File: config.mk
export PLATFORM = sky130hd
export DESIGN_NAME = joy_zx2_tx
export DESIGN_NICKNAME = d
export VERILOG_FILES = /design/src/rtl/joy_zx2_tx.sv
export SDC_FILE = /design/constraint.sdc
export NUM_CORES = 1
export LEC_CHECK = 0
export BUFFER_PORTS_ARGS = -buffer_cell sky130_fd_sc_hd__buf_2
export CELL_PAD_IN_SITES_DETAIL_PLACEMENT = 2
export CELL_PAD_IN_SITES_GLOBAL_PLACEMENT = 2
export CORE_MARGIN = 10
export CORE_UTILIZATION = 32
export DETAILED_ROUTE_END_ITERATION = 12
export PLACE_DENSITY = 0.88
export SYNTH_ARGS = -nofsm -noshare
export SYNTH_HDL_FRONTEND = slang
export SYNTH_SLANG_ARGS = --single-unit
File: constraint.sdc
create_clock -name CLK_12M -period 1.6 [get_ports CLK_12M]
set_input_delay 0.16 -clock CLK_12M [delete_from_list [all_inputs] [get_ports CLK_12M]]
set_output_delay 0.16 -clock CLK_12M [all_outputs]
set_load 0.01 [all_outputs]
File: src/rtl/joy_zx2_tx.sv
// rtl/joy_zx2_tx.sv - ZX2 joystick link transmitter (74HC165-style 24-bit shifter)
module joy_zx2_tx #(
  parameter int SYNC_STAGES = 2
) (
  input  logic        CLK_12M,
  input  logic        RESET_N,
  input  logic        JOY_CLK,
  input  logic        JOY_LOAD,
  input  logic [11:0] BUTTONS_P1,
  input  logic [11:0] BUTTONS_P2,
  output logic        JOY_DATA,
  output logic        FRAME_DONE,
  output logic        SHORT_FRAME
);

  localparam logic [4:0] COUNT_FULL = 5'd24;
  localparam logic [4:0] COUNT_LAST = 5'd23;

  logic [SYNC_STAGES-1:0] clk_sync_q, clk_sync_d;
  logic [SYNC_STAGES-1:0] load_sync_q, load_sync_d;
  logic                   clk_prev_q, clk_prev_d;
  logic [23:0]            sr_q, sr_d;
  logic [4:0]             count_q, count_d;
  logic                   frame_done_q, frame_done_d;
  logic                   short_frame_q, short_frame_d;
  logic                   clk_rise;
  logic                   load_n;

  // Host wire order, bit 0 leaves first.
  function automatic logic [23:0] frame_of(input logic [11:0] p1, input logic [11:0] p2);
    frame_of = {p1[7], p1[9], p1[11], p1[10], p2[7], p2[9], p2[11], p2[10],
                p2[0], p2[1], p2[2], p2[3], p2[4], p2[5], p2[6], p2[8],
                p1[0], p1[1], p1[2], p1[3], p1[4], p1[5], p1[6], p1[8]};
  endfunction

  // Synchronizers, edge detect, and load/shift next-state; load beats a coincident clock edge.
  always_comb begin
    clk_sync_d    = {clk_sync_q[SYNC_STAGES-2:0], JOY_CLK};
    load_sync_d   = {load_sync_q[SYNC_STAGES-2:0], JOY_LOAD};
    clk_prev_d    = clk_sync_q[SYNC_STAGES-1];
    clk_rise      = clk_sync_q[SYNC_STAGES-1] & ~clk_prev_q;
    load_n        = load_sync_q[SYNC_STAGES-1];
    sr_d          = sr_q;
    count_d       = count_q;
    frame_done_d  = 1'b0;
    short_frame_d = 1'b0;
    if (!load_n) begin
      sr_d          = frame_of(BUTTONS_P1, BUTTONS_P2);
      count_d       = 5'd0;
      // Count is forced to 0 here, so only the first load cycle can flag a truncated frame.
      short_frame_d = (count_q != 5'd0) && (count_q != COUNT_FULL);
    end else if (clk_rise) begin
      sr_d         = {1'b1, sr_q[23:1]};
      count_d      = (count_q == COUNT_FULL) ? COUNT_FULL : count_q + 5'd1;
      frame_done_d = (count_q == COUNT_LAST);
    end
  end

  // State register; reset parks everything high so releasing reset with JOY_CLK high makes no edge.
  always_ff @(posedge CLK_12M) begin
    if (!RESET_N) begin
      clk_sync_q    <= '1;
      load_sync_q   <= '1;
      clk_prev_q    <= 1'b1;
      sr_q          <= '1;
      count_q       <= COUNT_FULL;
      frame_done_q  <= 1'b0;
      short_frame_q <= 1'b0;
    end else begin
      clk_sync_q    <= clk_sync_d;
      load_sync_q   <= load_sync_d;
      clk_prev_q    <= clk_prev_d;
      sr_q          <= sr_d;
      count_q       <= count_d;
      frame_done_q  <= frame_done_d;
      short_frame_q <= short_frame_d;
    end
  end

  assign JOY_DATA    = sr_q[0];
  assign FRAME_DONE  = frame_done_q;
  assign SHORT_FRAME = short_frame_q;

endmodule

==> run metrics, run 1 <==
clk buf depth=2; RSZ-0062 raised after global routing=false; flop2flop setup slack=150 ps; DRT iter0 DRCs=43; Post-Syn Nets=roughly 220; Slew Limit Headroom=0.784; Yosys reg bits=36; setup ws final=between 100 and 150 ps; Slowest cell on crit path=dfxtp_1; total setup buffers inserted after CTS=0; clock sink count=36; DP HPWL=approximately 2900 µm; global-route wire length before repair=between 7000 and 8000 µm; WL per Instance=~15 µm; vias in the first global route=around 1500; startpoint types=register; Area Overhead vs Synth=19.2%; combinational family with the most area after synthesis=simple AND/OR/NAND/NOR gates; Final Max Tran Viols=0; commonest cells in the netlist=nand3_1 (45), dfxtp_1 (36), inv_1 (25); most numerous cell in the Yosys netlist=nand3_1; compound-cell area share of the yosys netlist=0.160; part of the cycle the worst path needs=0.906; global-route usage over all layers=0.107; fraction of the mapped netlist area in simple logic gates=0.249; Worst Tran Pin Value=324 ps; Max-cap violations=0; Mapped Area=approximately 1600 µm²; post-synth top area cell=dfxtp_1; CTS Root Cell=clkbuf_8; worst hold start=JOY_CLK; Syn Inst Count=around 190; Critical Path RT=around 1800 ps; initial antenna violation count=0; Final #Nets=240; Clock Pin Slew Worst Setup and Hold Paths=70 ps; via/cell ratio=5.14; WHS Endpoint=clk_sync_q[0]; CP Capture Type=register; cell internal pwr=0.00158 W; share of the yosys chip area belonging to registers=0.450; delay of the slowest critical-path stage=approximately 400 ps; switching power=about 0.00046 W; Tmin final=about 1500 ps; DR pass1 iterations=4; HP Class=in -> reg; Fin. Hold Viols=0; Reg power frac=0.478; layout cells sized above 1=0.209; worst hold slack=around 51 ps; worst-skew pair later-pin latency=290 ps; chip height=around 91 µm; Post-Synth XOR/XNOR Area=0.00547; CTS Buf Count=5; drt total wl=4220 µm; Ys Warns=0; placer's final routability congestion estimate=around 0.76; antenna cells=0; Post-synth EDFFs=0; mux cell area share after synthesis=0; switching share of total power=0.225; R2R cell count=5; Yosys cell types=25; # hold bufs at CTS=0; PortBufs=30; status=completed; CP max FO=5; clk_skew=between 7 and 8 ps; grt total ovfl=0; Leakage Power=roughly 0.86 nW; # H-tree levels=2; Setup TNS=0 ps; Placed Instances=270; post-synth top area share=0.450; # resized after CTS=0; Critical Path AT=about 1700 ps; Crit Path Class=reg -> reg; DRC viols=0; Main synth FF type=dfxtp_1; Post-Synth Adder-Cell Area=0.0156; Boundary Pins=31; Hold Path Cell Cnt=2; via count=between 1000 and 1500; Post-Layout Cell Count=between 200 and 300; Worst VDD drop=approximately 0.50 mV; CTS tree=built; FMAX=a little under 700 MHz; Core Box Area=around 4800 µm²; # rows=25; crit-path cells=inv_1 -> ha_1 -> and4b_1 -> or3_1 -> a21oi_1; DP Worst Slack=189 ps; Comb pwr share=0.090; full die area=approximately 8200 µm²; reg2reg end=count_q[2]; largest net degree at the start of global routing=between 60 and 70; final setup violation count=0; Worst R2R Start=count_q[0]; Post-Syn Area per Cell=8.56 µm²; Antenna Nets Post-Route=0; die width=90.7 µm; Initial Utilization=0.334; Clk pwr share=0.432; Async SR Flop Fraction=0; power per standard cell area=~1100 nW/µm²; Synth area leaders=dfxtp_1 (45%), nand3_1 (14%), o2111ai_1 (13%)
cell type report:
type,count,area (µm²)
fill,552,2880
timing repair buffer,34,193
sequential,36,722
clock inverter,1,30.0
clock buffer,7,96.3
multi-input combinational,108,689
tap,67,83.8
inverter,25,93.8
worst max-delay path by stage:
stage                           from         end  slack, ps  cells after the start
after floorplan           count_q[0]  count_q[2]        330                      5
after global placement    count_q[0]  count_q[2]        270                      5
after detailed placement  count_q[0]  count_q[2]        190                      5
after CTS                 count_q[0]  count_q[2]        120                      5
after global routing      count_q[0]  count_q[2]         50                      5
final                     count_q[0]  count_q[2]        150                      5
metal layers:
| metal | wire [µm] | up-vias | GRT usage |
|---|---|---|---|
| met2 | 2050 | 26 | 0.180 |
| met1 | 1900 | 688 | 0.123 |
| li1 | - | 709 | - |
| met3 | 207 | 6 | 0.0366 |
| met5 | 0 | - | 0 |
| met4 | 57 | 0 | 0.0358 |
registers in the layout (all words and copies together) (netlist names):
name / cells
clk_sync_q: 2
count_q: 5
load_sync_q: 2
FRAME_DONE: 1
SHORT_FRAME: 1
clk_prev_q: 1
sr_q: 24
metrics by stage:
stage                     power [W]   util  instance area [µm²]
after detailed placement    0.00118  0.372                 1780
after CTS                   0.00207  0.399                 1910
after global routing        0.00214  0.399                 1910
final                       0.00204  0.399                 1910
after global placement      0.00117  0.372                 1780
after floorplan             0.00111      -                 1600
critical path, delay by kind of cell (launching register included):
kind            cells  cell delay [ps]
flops               1              400
buf+inv             1               70
simple gates        2              570
compound gates      1              130
fa+ha+maj           1              220
power by group through the flow:
stage | clock, W | combinational (W) | sequential (W)
after floorplan | 0 | 0.000128 | 0.000985
after global placement | 0 | 0.000179 | 0.000993
after detailed placement | 0 | 0.000186 | 0.000996
after CTS | 0.000902 | 0.000189 | 0.000976
after global routing | 0.000942 | 0.000216 | 0.000982
final | 0.000881 | 0.000184 | 0.000977
cell families after synthesis:
family / count (synthesis)
compound gates: 31
buf+inv: 43
flops: 36
simple gates: 74
xor+xnor: 1
fa+ha+maj: 2
cell usage in the layout, fill, tap and decap left out:
cell type  synthesis  routed
buf_12             0       1
nand3_1           45      45
or3_1              2       2
dfxtp_2            0       1
o21ai_0            1       1
bufinv_16          0       1
buf_4              3       3
inv_1             25      25
a311oi_1           1       1
a311o_1            1       1
nand2b_1           8       8
and3_2             1       1
buf_2              8      30
a21o_1             1       1
nor2b_1            2       2
nand2_1            7       7
clkbuf_8           0       7
nor3b_1            2       2
nand4b_1           2       2
ha_1               2       2
o2111ai_1         24      24
nor2_1             2       2
nand3b_1           2       2
a21oi_1            3       3
dfxtp_1           36      35
and4b_1            1       1
xnor2_1            1       1
Note: power is estimated with default switching activity, not from simulation.
==> run 2, diff against run 1 <==
==> constraint.sdc (replaced) <==
create_clock -name CLK_12M -period 1.6 [get_ports CLK_12M]
set_input_delay 0.08 -clock CLK_12M [delete_from_list [all_inputs] [get_ports CLK_12M]]
set_output_delay 0.08 -clock CLK_12M [all_outputs]
set_load 0.01 [all_outputs]
==> run 2 against run 1 <==
Net effect: final cell count rose by 0.72%; worst setup slack got worse by 13 ps; critical path depth did not move; final area rose by 1.0%; maximum frequency fell by 0.91%; global-route usage rose by 0.087 points; highest routed layer unchanged.
==> run metrics, run 2 (synthesis gave the netlist of run 1 again) <==
status=completed; Crit Path Class=reg -> reg; GR met1 Demand/Resource=0.124; Worst VDD drop=between 0.5 and 0.6 mV; clk_skew=~7.3 ps; Worst R2R Start=count_q[0]; Tmin final=around 1500 ps; clock sink count=36; antenna cells=0; most common cell after layout, fill and taps aside=nand3_1; DRT iter0 DRCs=51; Area Overhead vs Synth=20.5%; GR Util met3=0.0366; via count=approximately 1400; drt total wl=4260 µm; Clock Pin Slew Worst Setup and Hold Paths=around 70 ps; initial antenna violation count=0; # hold bufs at CTS=2; # rows=25; via/cell ratio=5.14; DRC viols=0; Biggest register=sr_q; global-route wire length before repair=approximately 7400 µm; Antenna Nets Post-Route=0; Core Box Area=between 4000 and 5000 µm²; CTS tree=built; DR pass1 iterations=4; Leakage Power=roughly 0.87 nW; power per standard cell area=between 1000 and 1500 nW/µm²; PortBufs=30; Setup TNS=0 ps; HP Class=in -> reg; worst hold slack=~22 ps; full die area=around 8200 µm²; grt total ovfl=0; global-route met2 utilization=0.181; Largest regs=sr_q (24), count_q (5); global-route usage over all layers=0.108; Slew Limit Headroom=0.781; Initial Utilization=0.334; Boundary Pins=31; Most Crowded Layer GR=met2; startpoint types=register; commonest non-fill, non-tap cells in the layout=nand3_1 (45), dfxtp_1 (35), buf_2 (30), inv_1 (25), o2111ai_1 (24); CTS Root Cell=clkbuf_8; Final Max Tran Viols=0; WL per Instance=between 15 and 20 µm; worst hold start=BUTTONS_P1[9]; final setup violation count=0; Worst Tran Pin Value=between 300 and 400 ps; die width=90.7 µm; worst-skew pair later-pin latency=slightly below 300 ps; Critical Path AT=~1700 ps; Critical Path RT=around 1800 ps; # resized after CTS=0; total setup buffers inserted after CTS=0; CP Capture Type=register; part of the cycle the worst path needs=0.915; CP max FO=5; Tot Pwr=slightly above 0.002 W; FMAX=between 600 and 700 MHz; DP HPWL=2870 µm; Final #Nets=between 200 and 250; # H-tree levels=2; chip height=90.7 µm; Fin. Hold Viols=0; layout cells sized above 1=0.207; Max-cap violations=0; largest net degree at the start of global routing=66; CP startpoint=count_q[0]; RSZ-0062 raised after global routing=false; clk buf depth=2; number of flip-flops in the largest register=24; CTS Buf Count=5; placer's final routability congestion estimate=roughly 0.76; vias in the first global route=approximately 1500
==> run 2: changes by cell type in the layout (fill, tap and decap cells not counted), sizes merged <==
cell / delta
dlygate4sd3: +2
==> run 2: routing by layer <==
metal,routed length [µm],up-vias
met5,0,-
met4,45,0
met3,198,5
met2,2070,25
met1,1950,698
li1,-,712
==> run 2: final timing paths <==
path	end	slack (ps)	cells past startpoint
setup reg to reg	count_q[2]	140	5
hold / removal	sr_q[22]	20	3
hold reg to reg	load_sync_q[1]	410	1
setup / recovery	count_q[2]	140	5
==> run 2: final cells by class <==
type | instances | area, µm²
clock buffer | 7 | 96.3
multi-input combinational | 108 | 689
sequential | 36 | 722
inverter | 25 | 93.8
fill | 550 | 2860
clock inverter | 1 | 30.0
tap | 67 | 83.8
timing repair buffer | 36 | 213
==> run 2: per-stage QoR <==
step / instance area [µm²] / setup slack [ps] / util / std cells
6_report: 1930 / 137 / 0.403 / 280
5_1_grt: 1930 / 53.9 / 0.403 / 280
4_1_cts: 1930 / 122 / 0.403 / 280
3_5_place_dp: 1780 / 189 / 0.372 / 270
3_3_place_gp: 1780 / 271 / 0.372 / 270
2_1_floorplan: 1600 / 329 / - / 187
==> run 2: power breakdown <==
part | total [W] | internal (W) | switching [W]
clock network | 0.000886 | 0.000550 | 0.000336
logic | 0.000187 | 0.0000895 | 0.0000980
registers | 0.000976 | 0.000945 | 0.0000311
==> run 2: critical path, stage by stage, from the launching register on <==
cell	delay [ps]
dfxtp_1	410
inv_1	70
ha_1	220
and4b_1	220
or3_1	350
a21oi_1	130
==> run 3, diff against run 2 <==
--- a/config.mk
+++ b/config.mk
@@ -6,7 +6,7 @@
 export NUM_CORES = 1
 export LEC_CHECK = 0
 export BUFFER_PORTS_ARGS = -buffer_cell sky130_fd_sc_hd__buf_2
-export CELL_PAD_IN_SITES_DETAIL_PLACEMENT = 2
+export CELL_PAD_IN_SITES_DETAIL_PLACEMENT = 1
 export CELL_PAD_IN_SITES_GLOBAL_PLACEMENT = 2
 export CORE_MARGIN = 10
 export CORE_UTILIZATION = 32
==> run 3 against run 2 <==
Net effect: clock-buffer cell count unchanged; sequential power about the same; final area down 1.6%; worst setup slack better by 98 ps; power down 9.9%; sequential cell count unchanged; die area unchanged; non-clock buffer count unchanged; clock skew down 3.8 ps; critical path depth unchanged.
==> run metrics, run 3 (synthesis gave the netlist of run 1 again) <==
clk buf depth=2; Crit Path Class=reg -> reg; clk_skew=between 3 and 4 ps; Max-cap violations=0; Most Crowded Layer GR=met2; Boundary Pins=31; DR pass1 iterations=4; Biggest register=sr_q; Clock Pin Slew Worst Setup and Hold Paths=around 70 ps; vias in the first global route=1467; Initial Utilization=0.334; HP Class=in -> reg; DRT iter0 DRCs=around 80; WL per Instance=between 10 and 15 µm; Core Box Area=about 4800 µm²; Slew Limit Headroom=0.781; Area Overhead vs Synth=18.6%; FMAX=approximately 730 MHz; power per standard cell area=between 900 and 1000 nW/µm²; Final Max Tran Viols=0; Placed Instances=between 200 and 300; PortBufs=30; antenna cells=0; # rows=25; global-route usage over all layers=0.0965; CTS tree=built; Antenna Nets Post-Route=0; initial antenna violation count=0; via/cell ratio=~5.0; clock sink count=36; worst-skew pair later-pin latency=approximately 290 ps; placer's final routability congestion estimate=0.765; full die area=a little over 8000 µm²; startpoint types=register; commonest non-fill, non-tap cells in the layout=nand3_1 (45), dfxtp_1 (35), buf_2 (30), inv_1 (25), o2111ai_1 (24); Layout Utilization=0.397; DP HPWL=2480 µm; global-route wire length before repair=~6700 µm; Leakage Power=between 0.8 and 0.9 nW; status=completed; Tot Pwr=roughly 0.0018 W; grt total ovfl=0; Critical Path AT=roughly 1600 ps; Critical Path RT=about 1800 ps; layout cells sized above 1=0.203; GR met1 Demand/Resource=0.117; global-route met2 utilization=0.146; CTS Buf Count=5; final setup violation count=0; Worst Tran Pin Value=~330 ps; via count=between 1000 and 1500; CP Capture Type=register; number of flip-flops in the largest register=24; Post-Layout Cell Count=279; Final #Nets=roughly 240; CTS Root Cell=clkbuf_8; Tmin final=about 1400 ps; Largest regs=sr_q (24), count_q (5); Worst VDD drop=between 0.5 and 0.6 mV; RSZ-0062 raised after global routing=false; Setup TNS=0 ps; worst hold slack=around 27 ps; GR Util met3=0.0324; most common cell after layout, fill and taps aside=nand3_1; drt total wl=approximately 3700 µm; # resized after CTS=0; part of the cycle the worst path needs=0.853; largest net degree at the start of global routing=66; Fin. Hold Viols=0; chip height=between 90 and 100 µm; total setup buffers inserted after CTS=0; CP max FO=5; DRC viols=0; # H-tree levels=2; Fill cells=591; die width=90.7 µm
-- run 3: critical path, cell delays in order, from the launching register on --
cell and delay, ps:
dfxtp_1 390, inv_1 60, ha_1 200, and4b_1 200, or3_1 340, a21oi_1 120
-- run 3: layout make-up --
class	instances	area, µm²	share of cell area
inverters	25	93.8	0.0494
multi-input cells	108	689	0.363
well taps	67	83.8	0.0442
repair buffers	36	213	0.112
flip-flops and latches	36	722	0.380
clock buffers	7	96.3	0.0508
-- run 3: path summary, 6_finish.rpt --
kind	startpoint	end	slack, ps	cells past startpoint
max	count_q[0]	count_q[2]	230	5
min	BUTTONS_P1[9]	sr_q[22]	30	3
max reg2reg	count_q[0]	count_q[2]	230	5
min reg2reg	load_sync_q[0]	load_sync_q[1]	410	1
-- run 3: per-layer routing --
metal / up-vias / part of all wire
li1: 712 / -
met1: 648 / 0.48
met2: 33 / 0.45
met3: 5 / 0.055
met4: 0 / 0.015
met5: - / 0
-- run 3: stage by stage --
| stage | area, µm² | worst slack (ps) |
|---|---|---|
| global route | 1900 | 147 |
| detailed placement | 1780 | 241 |
| finish | 1900 | 235 |
| global placement | 1780 | 271 |
| CTS | 1900 | 224 |
| floorplan | 1600 | 329 |
-- run 3: power by group --
group / leakage (nW) / internal (W) / total (W) / switching (W)
sequential: 0.296 / 0.000946 / 0.000974 / 0.0000285
clock: 0.0503 / 0.000383 / 0.000691 / 0.000308
combinational: 0.509 / 0.0000894 / 0.000181 / 0.0000921
-- run 3: repair_timing --
action                                  in CTS  in global routing
hold buffers                                 2                  0
endpoints found under the setup margin       0                  0
endpoints found under the hold margin        2                  0
